**src/rtl/ws_sequencer.sv**
```systemverilog
// ws_sequencer: issues the core inst/D_xmem stream for one weight-stationary tile per start.
// Optional drain watchdog enabled by defining SEQ_DRAIN_TIMEOUT_EN.
module ws_sequencer #(
    parameter int bw      = 4,
    parameter int row     = 8,
    parameter int col     = 8,
    parameter int gap_cyc = 16
) (
    input  logic              clk,
    input  logic              reset,
    input  logic              start,
    input  logic [10:0]       n_act,
    input  logic [10:0]       xmem_base,
    input  logic [10:0]       pmem_base,
    input  logic              s_valid,
    input  logic [row*bw-1:0] s_data,
    output logic              s_ready,
    input  logic              ofifo_valid,
    output logic [34:0]       inst,
    output logic [row*bw-1:0] D_xmem,
    output logic              busy,
    output logic              done,
    output logic              err
);
    // Both memories chip-disabled and write-disabled, no core action.
    localparam logic [34:0] idle_inst = 35'h1_800C_0000;
    localparam logic [11:0] col_w     = 12'(col);
    localparam logic [11:0] gap_w     = 12'(gap_cyc);
    localparam logic [10:0] col_a     = 11'(col);

    typedef enum logic [3:0] {
        S_IDLE, S_WR, S_KLD, S_KEX, S_GAP, S_ALD, S_EXE, S_DRN, S_DONE
    } state_t;

    state_t            state_reg, state_next;
    logic [11:0]       cnt_reg, cnt_next;
    logic [10:0]       n_act_reg, n_act_next;
    logic [10:0]       xbase_reg, xbase_next;
    logic [10:0]       pbase_reg, pbase_next;
    logic [10:0]       rd_cnt_reg, rd_cnt_next;
    logic [10:0]       wr_cnt_reg, wr_cnt_next;
    logic              pend_reg, pend_next;
    logic [34:0]       inst_reg, inst_next;
    logic [row*bw-1:0] dx_reg, dx_next;
    logic              s_ready_reg, s_ready_next;
    logic              busy_reg, busy_next;
    logic              done_reg, done_next;
    logic [11:0]       n_ext;

`ifdef SEQ_DRAIN_TIMEOUT_EN
    logic              err_reg, err_next;
    logic [9:0]        to_cnt_reg, to_cnt_next;
    assign err = err_reg;
`else
    assign err = 1'b0;
`endif

    assign n_ext   = {1'b0, n_act_reg};
    assign inst    = inst_reg;
    assign D_xmem  = dx_reg;
    assign s_ready = s_ready_reg;
    assign busy    = busy_reg;
    assign done    = done_reg;

    always_comb begin
        state_next   = state_reg;
        cnt_next     = cnt_reg;
        n_act_next   = n_act_reg;
        xbase_next   = xbase_reg;
        pbase_next   = pbase_reg;
        rd_cnt_next  = rd_cnt_reg;
        wr_cnt_next  = wr_cnt_reg;
        pend_next    = 1'b0;
        inst_next    = idle_inst;
        dx_next      = dx_reg;
        s_ready_next = s_ready_reg;
        busy_next    = busy_reg;
        done_next    = 1'b0;
`ifdef SEQ_DRAIN_TIMEOUT_EN
        err_next     = err_reg;
        to_cnt_next  = to_cnt_reg;
`endif
        case (state_reg)
            S_IDLE: begin
                if (start) begin
                    n_act_next  = n_act;
                    xbase_next  = xmem_base;
                    pbase_next  = pmem_base;
                    cnt_next    = 12'd0;
                    rd_cnt_next = 11'd0;
                    wr_cnt_next = 11'd0;
`ifdef SEQ_DRAIN_TIMEOUT_EN
                    err_next    = 1'b0;
                    to_cnt_next = 10'd0;
`endif
                    if (n_act == 11'd0) begin
                        done_next = 1'b1;
                    end else begin
                        state_next   = S_WR;
                        busy_next    = 1'b1;
                        s_ready_next = 1'b1;
                    end
                end
            end
            S_WR: begin
                if (s_valid && s_ready_reg) begin
                    inst_next[19]   = 1'b0;
                    inst_next[18]   = 1'b0;
                    inst_next[17:7] = xbase_reg + cnt_reg[10:0];
                    dx_next         = s_data;
                    if (cnt_reg == n_ext + col_w - 12'd1) begin
                        s_ready_next = 1'b0;
                        cnt_next     = 12'd0;
                        state_next   = S_KLD;
                    end else begin
                        cnt_next = cnt_reg + 12'd1;
                    end
                end
            end
            S_KLD: begin
                // l0_wr trails each read by one cycle to match the SRAM read latency.
                if (cnt_reg != col_w) begin
                    inst_next[19]   = 1'b0;
                    inst_next[17:7] = xbase_reg + cnt_reg[10:0];
                end
                if (cnt_reg != 12'd0)
                    inst_next[2] = 1'b1;
                if (cnt_reg == col_w) begin
                    cnt_next   = 12'd0;
                    state_next = S_KEX;
                end else begin
                    cnt_next = cnt_reg + 12'd1;
                end
            end
            S_KEX: begin
                inst_next[0] = 1'b1;
                inst_next[3] = 1'b1;
                if (cnt_reg == col_w - 12'd1) begin
                    cnt_next   = 12'd0;
                    state_next = S_GAP;
                end else begin
                    cnt_next = cnt_reg + 12'd1;
                end
            end
            S_GAP: begin
                if (cnt_reg == gap_w - 12'd1) begin
                    cnt_next   = 12'd0;
                    state_next = S_ALD;
                end else begin
                    cnt_next = cnt_reg + 12'd1;
                end
            end
            S_ALD: begin
                if (cnt_reg != n_ext) begin
                    inst_next[19]   = 1'b0;
                    inst_next[17:7] = xbase_reg + col_a + cnt_reg[10:0];
                end
                if (cnt_reg != 12'd0)
                    inst_next[2] = 1'b1;
                if (cnt_reg == n_ext) begin
                    cnt_next   = 12'd0;
                    state_next = S_EXE;
                end else begin
                    cnt_next = cnt_reg + 12'd1;
                end
            end
            S_EXE: begin
                inst_next[1] = 1'b1;
                inst_next[3] = 1'b1;
                if (cnt_reg == n_ext - 12'd1) begin
                    cnt_next   = 12'd0;
                    state_next = S_DRN;
                end else begin
                    cnt_next = cnt_reg + 12'd1;
                end
            end
            S_DRN: begin
                // The pmem write of row m may share the word with ofifo_rd of row m+1.
                if (pend_reg) begin
                    inst_next[32]    = 1'b0;
                    inst_next[31]    = 1'b0;
                    inst_next[30:20] = pbase_reg + wr_cnt_reg;
                    wr_cnt_next      = wr_cnt_reg + 11'd1;
                    if (wr_cnt_reg == n_act_reg - 11'd1)
                        state_next = S_DONE;
                end
                if (ofifo_valid && (rd_cnt_reg != n_act_reg)) begin
                    inst_next[6] = 1'b1;
                    rd_cnt_next  = rd_cnt_reg + 11'd1;
                    pend_next    = 1'b1;
                end
`ifdef SEQ_DRAIN_TIMEOUT_EN
                if (ofifo_valid) begin
                    to_cnt_next = 10'd0;
                end else if (to_cnt_reg == 10'd1022) begin
                    state_next = S_DONE;
                    err_next   = 1'b1;
                end else begin
                    to_cnt_next = to_cnt_reg + 10'd1;
                end
`endif
            end
            S_DONE: begin
                done_next  = 1'b1;
                busy_next  = 1'b0;
                state_next = S_IDLE;
            end
            default: state_next = S_IDLE;
        endcase
    end

    always_ff @(posedge clk) begin
        if (reset) begin
            state_reg   <= S_IDLE;
            cnt_reg     <= 12'd0;
            n_act_reg   <= 11'd0;
            xbase_reg   <= 11'd0;
            pbase_reg   <= 11'd0;
            rd_cnt_reg  <= 11'd0;
            wr_cnt_reg  <= 11'd0;
            pend_reg    <= 1'b0;
            inst_reg    <= idle_inst;
            dx_reg      <= '0;
            s_ready_reg <= 1'b0;
            busy_reg    <= 1'b0;
            done_reg    <= 1'b0;
        end else begin
            state_reg   <= state_next;
            cnt_reg     <= cnt_next;
            n_act_reg   <= n_act_next;
            xbase_reg   <= xbase_next;
            pbase_reg   <= pbase_next;
            rd_cnt_reg  <= rd_cnt_next;
            wr_cnt_reg  <= wr_cnt_next;
            pend_reg    <= pend_next;
            inst_reg    <= inst_next;
            dx_reg      <= dx_next;
            s_ready_reg <= s_ready_next;
            busy_reg    <= busy_next;
            done_reg    <= done_next;
        end
    end

`ifdef SEQ_DRAIN_TIMEOUT_EN
    always_ff @(posedge clk) begin
        if (reset) begin
            err_reg    <= 1'b0;
            to_cnt_reg <= 10'd0;
        end else begin
            err_reg    <= err_next;
            to_cnt_reg <= to_cnt_next;
        end
    end
`endif

endmodule

```
**config.mk**
```make
export PLATFORM = sky130hd
export DESIGN_NAME = ws_sequencer
export DESIGN_NICKNAME = d
export VERILOG_FILES = /design/src/rtl/ws_sequencer.sv
export SDC_FILE = /design/constraint.sdc
export NUM_CORES = 1
export LEC_CHECK = 0
export BUFFER_PORTS_ARGS = -buffer_cell sky130_fd_sc_hd__buf_4
export CAP_MARGIN = 20
export CORE_UTILIZATION = 55
export DETAILED_ROUTE_END_ITERATION = 8
export GPL_TIMING_DRIVEN = 0
export PLACE_DENSITY_LB_ADDON = 0.1
export REMOVE_ABC_BUFFERS = 1
export SETUP_SLACK_MARGIN = 0.02
export SLEW_MARGIN = 20
export SYNTH_ARGS = -nofsm -noshare
export SYNTH_HDL_FRONTEND = slang
export SYNTH_SLANG_ARGS = --single-unit
```
**constraint.sdc**
```tcl
create_clock -name clk -period 3.4 [get_ports clk]
set_input_delay 0.85 -clock clk [delete_from_list [all_inputs] [get_ports clk]]
set_output_delay 0.85 -clock clk [all_outputs]
set_load 0.03 [all_outputs]
```
==> impl_summary.log <==
[metrics] status: complete, no violations
[metrics] standard cell with the maximum stage delay on the critical path: dfxtp_1
[metrics] critical path arrival: 3.38 ns
[metrics] #FFs+latches synth: 136
[metrics] Worst path max stage delay: 0.83 ns
[metrics] clk_lat worst skew: 0.42 ns
[metrics] Rows: 43
[metrics] post-detailed-route count of antenna-violating nets: 0
[metrics] starting DRC count in detailed routing: 495
[metrics] sum of overflow across all layers after global routing: 0
[metrics] top cells by area in the synthesized netlist: dfxtp_1 (35%), nand2_1 (8.2%), a21oi_1 (6.3%), ha_1 (5.6%), xor2_1 (5.5%)
[metrics] area of the die: 14700 µm²
[metrics] count of warnings emitted by yosys: 0
[metrics] horizontal die dimension: 121 µm
[metrics] starting density of the core: 0.565
[metrics] number of nets in the final layout: 1186
[metrics] number of cells upsized or downsized after cts: 0
[metrics] Total Neg Setup Slack: 0 ns
[metrics] drt pass-1 iters: 5
[metrics] count of boundary I/O pins: 141
[metrics] share of layout cells above drive strength 1: 0.179
[metrics] transition time at the pin with the least slew margin: 0.989 ns
[metrics] count of antenna diodes in the layout: 0
[metrics] clk root buf: clkbuf_16
[metrics] Final period util: 0.919
[metrics] setup repair after global routing missed its margin: no
[metrics] final weighted congestion in routability-driven placement: 0.898
[metrics] Worst Hold Class: flop to flop
[metrics] power density over cell area: 597 nW/µm²
[metrics] deepest clock path buffer count: 2
[metrics] HPWL after detailed placement: 13200 µm
[metrics] Post-synth top flop: dfxtp_1
[metrics] share of flip-flops with an asynchronous set or reset: 0
[metrics] post-synthesis sequential area ratio: 0.347
[metrics] endpoints failing setup: 0
[metrics] Data required, critical path: 3.65 ns
[metrics] crit start category: flop
[metrics] clock skew after layout: 0.00811 ns
[metrics] clock tree from TritonCTS: built
[metrics] critical path cell sequence: nand4_1 -> nor4b_2 -> xnor2_1 -> nand4_1 -> o31ai_2 -> nand3_1 -> o21ai_0 -> a21oi_1
[metrics] post-CTS setup buffer count: 0
[metrics] Post-Synthesis Mean Instance Area: 8.01 µm²
[metrics] cell type contributing the most total cell area after synthesis: dfxtp_1
[metrics] total routing usage reported by global routing: 0.265
[metrics] cell repeated most along the worst path: nand4_1
[metrics] Final Max Slew Viols: 0
[metrics] Sinks on Clock Net: 136
[metrics] Post-synth EDFFs: 0
[metrics] clock slew seen by the registers of the worst setup and hold paths: 0.06 ns
[metrics] top fanout value on the critical path: 18
[metrics] mean routed wirelength per cell: 15.2 µm
[metrics] worst max-slew margin expressed relative to the limit: 0.340
[metrics] routed wire length: 19200 µm
[metrics] classification of the worst setup path: flop to flop
[metrics] leading cell types by count after synthesis: nand2_1 (171), dfxtp_1 (136), a21oi_1 (99)
[metrics] most instantiated library cell after synthesis: nand2_1
[metrics] critical path buffer and inverter count: 0
[metrics] die extent in y: 121 µm
[metrics] pin count of the biggest net entering global routing: 93
[metrics] antenna violations before repair: 0
[metrics] Avg Vias per Cell: 5.60
[metrics] count of final hold-check violations: 0
[metrics] maximum clock frequency: 320 MHz
[metrics] synth-to-layout area growth: 20.2%
[metrics] Max H-tree Level: 4
[metrics] hold-fix buffers at CTS: 0
[metrics] maximum VDD drop: 0.487 mV
[metrics] top-area cell type share of the netlist area: 0.347
[metrics] time the final worst path needs with I/O delays and setup: 3.12 ns
[metrics] cell family contributing the most delay on the critical path: simple AND/OR/NAND/NOR gates
[metrics] cts bufs inserted: 17
[metrics] number of flip-flops in the largest register: 32
[metrics] max cap viols: 0
[metrics] # DRC: 0
[metrics] cell count after synthesis: 978
[metrics] Fin Hold WS: 0.453 ns
[metrics] library cells used by synthesis: 75
[metrics] vias in the first global route: 6321
[metrics] count of port buffers added during placement: 135
[metrics] Core Area: 13900 µm²
[metrics] vias post-DR: 7072
[metrics] capturing element type of the critical path: flop
[metrics] netlist area before placement: 7840 µm²
[metrics] global-route wire length before repair: 30900 µm
[metrics] leakage power summed over all cells: 0.00391 µW
[stage by stage]
| step | area (µm²) | util | setup slack [ns] | std cells | power [µW] |
|---|---|---|---|---|---|
| after detailed placement | 8840 | 0.637 | 0.198 | 1232 | 3810 |
| final | 9420 | 0.679 | 0.275 | 1263 | 5620 |
| after floorplan | 7530 | - | 0.809 | 915 | 3190 |
| after global routing | 9420 | 0.679 | 0.0306 | 1263 | 5930 |
| after CTS | 9420 | 0.678 | 0.155 | 1263 | 5620 |
| after global placement | 8770 | 0.632 | 0.0274 | 1230 | 3710 |
[worst register-to-register path, delay by kind of cell (launching register included)]
kind	cells	cell delay, ns
AND/OR/NAND/NOR	4	1.29
flip-flops	1	0.83
XOR/XNOR	1	0.16
AO/OA/AOI/OAI	3	0.69
[cells in the final DEF (no fill, tap or decap), types with 7 or more instances in the layout]
cell type	count
clkbuf_16	17
buf_4	135
and3_1	11
nand3_1	22
xor2_1	49
a31oi_1	15
nand4_1	9
fa_1	10
nor2b_1	7
nand2_1	170
a21oi_1	99
nor2_1	67
nand2b_1	12
inv_1	44
nor3_1	16
dfxtp_1	134
nor4_1	12
xnor2_1	37
a21o_1	7
o21ai_0	25
ha_1	35
or3_1	8
[path summary, 6_finish.rpt]
check,depth (start not counted),startpoint,slack (ns),to
min reg2reg,2,D_xmem[27]$_SDFFE_PP0P_,0.45,D_xmem[27]$_SDFFE_PP0P_
min,2,D_xmem[27]$_SDFFE_PP0P_,0.45,D_xmem[27]$_SDFFE_PP0P_
max reg2reg,8,n_act_reg[3]$_SDFFE_PP0P_,0.28,state_reg[0]$_SDFFE_PP0P_
max,8,n_act_reg[3]$_SDFFE_PP0P_,0.28,state_reg[0]$_SDFFE_PP0P_
[power breakdown]
part	internal, µW	switching (µW)	leakage [µW]
Sequential	1730	249	0.00110
Clock	1110	698	0.000277
Combinational	727	1110	0.00253
Total	3560	2060	0.00391
[area by class of cell]
cell class	instances	area [µm²]
clock inverters	12	128
inverters	44	165
fillers	1195	4460
repair buffers	137	1070
well taps	180	225
multi-input cells	735	4660
flip-flops and latches	136	2730
clock buffers	19	453
[logic make-up (layout without fill, tap and decap cells)]
logic type / after synthesis / after routing / share of synthesized area
and+or+nand+nor: 385 / 385 / 0.237
other: 1 / 5 / 0.000478
adders and majority gates: 45 / 45 / 0.0814
buffers and inverters: 111 / 212 / 0.0626
muxes: 3 / 3 / 0.00399
xor gates and xnor gates: 87 / 87 / 0.0990
DFF: 136 / 136 / 0.347
AOI/OAI and AO/OA: 210 / 210 / 0.169
[metal layers]
metal	routed length [µm]	GRT usage	part of all wire	vias up
met2	8730	0.403	0.46	219
li1	-	-	-	3538
met3	1290	0.0818	0.067	34
met4	393	0.0918	0.021	0
met1	8750	0.353	0.46	3281
met5	0	0	0	-
No activity file was read; power rests on OpenSTA's default activity.
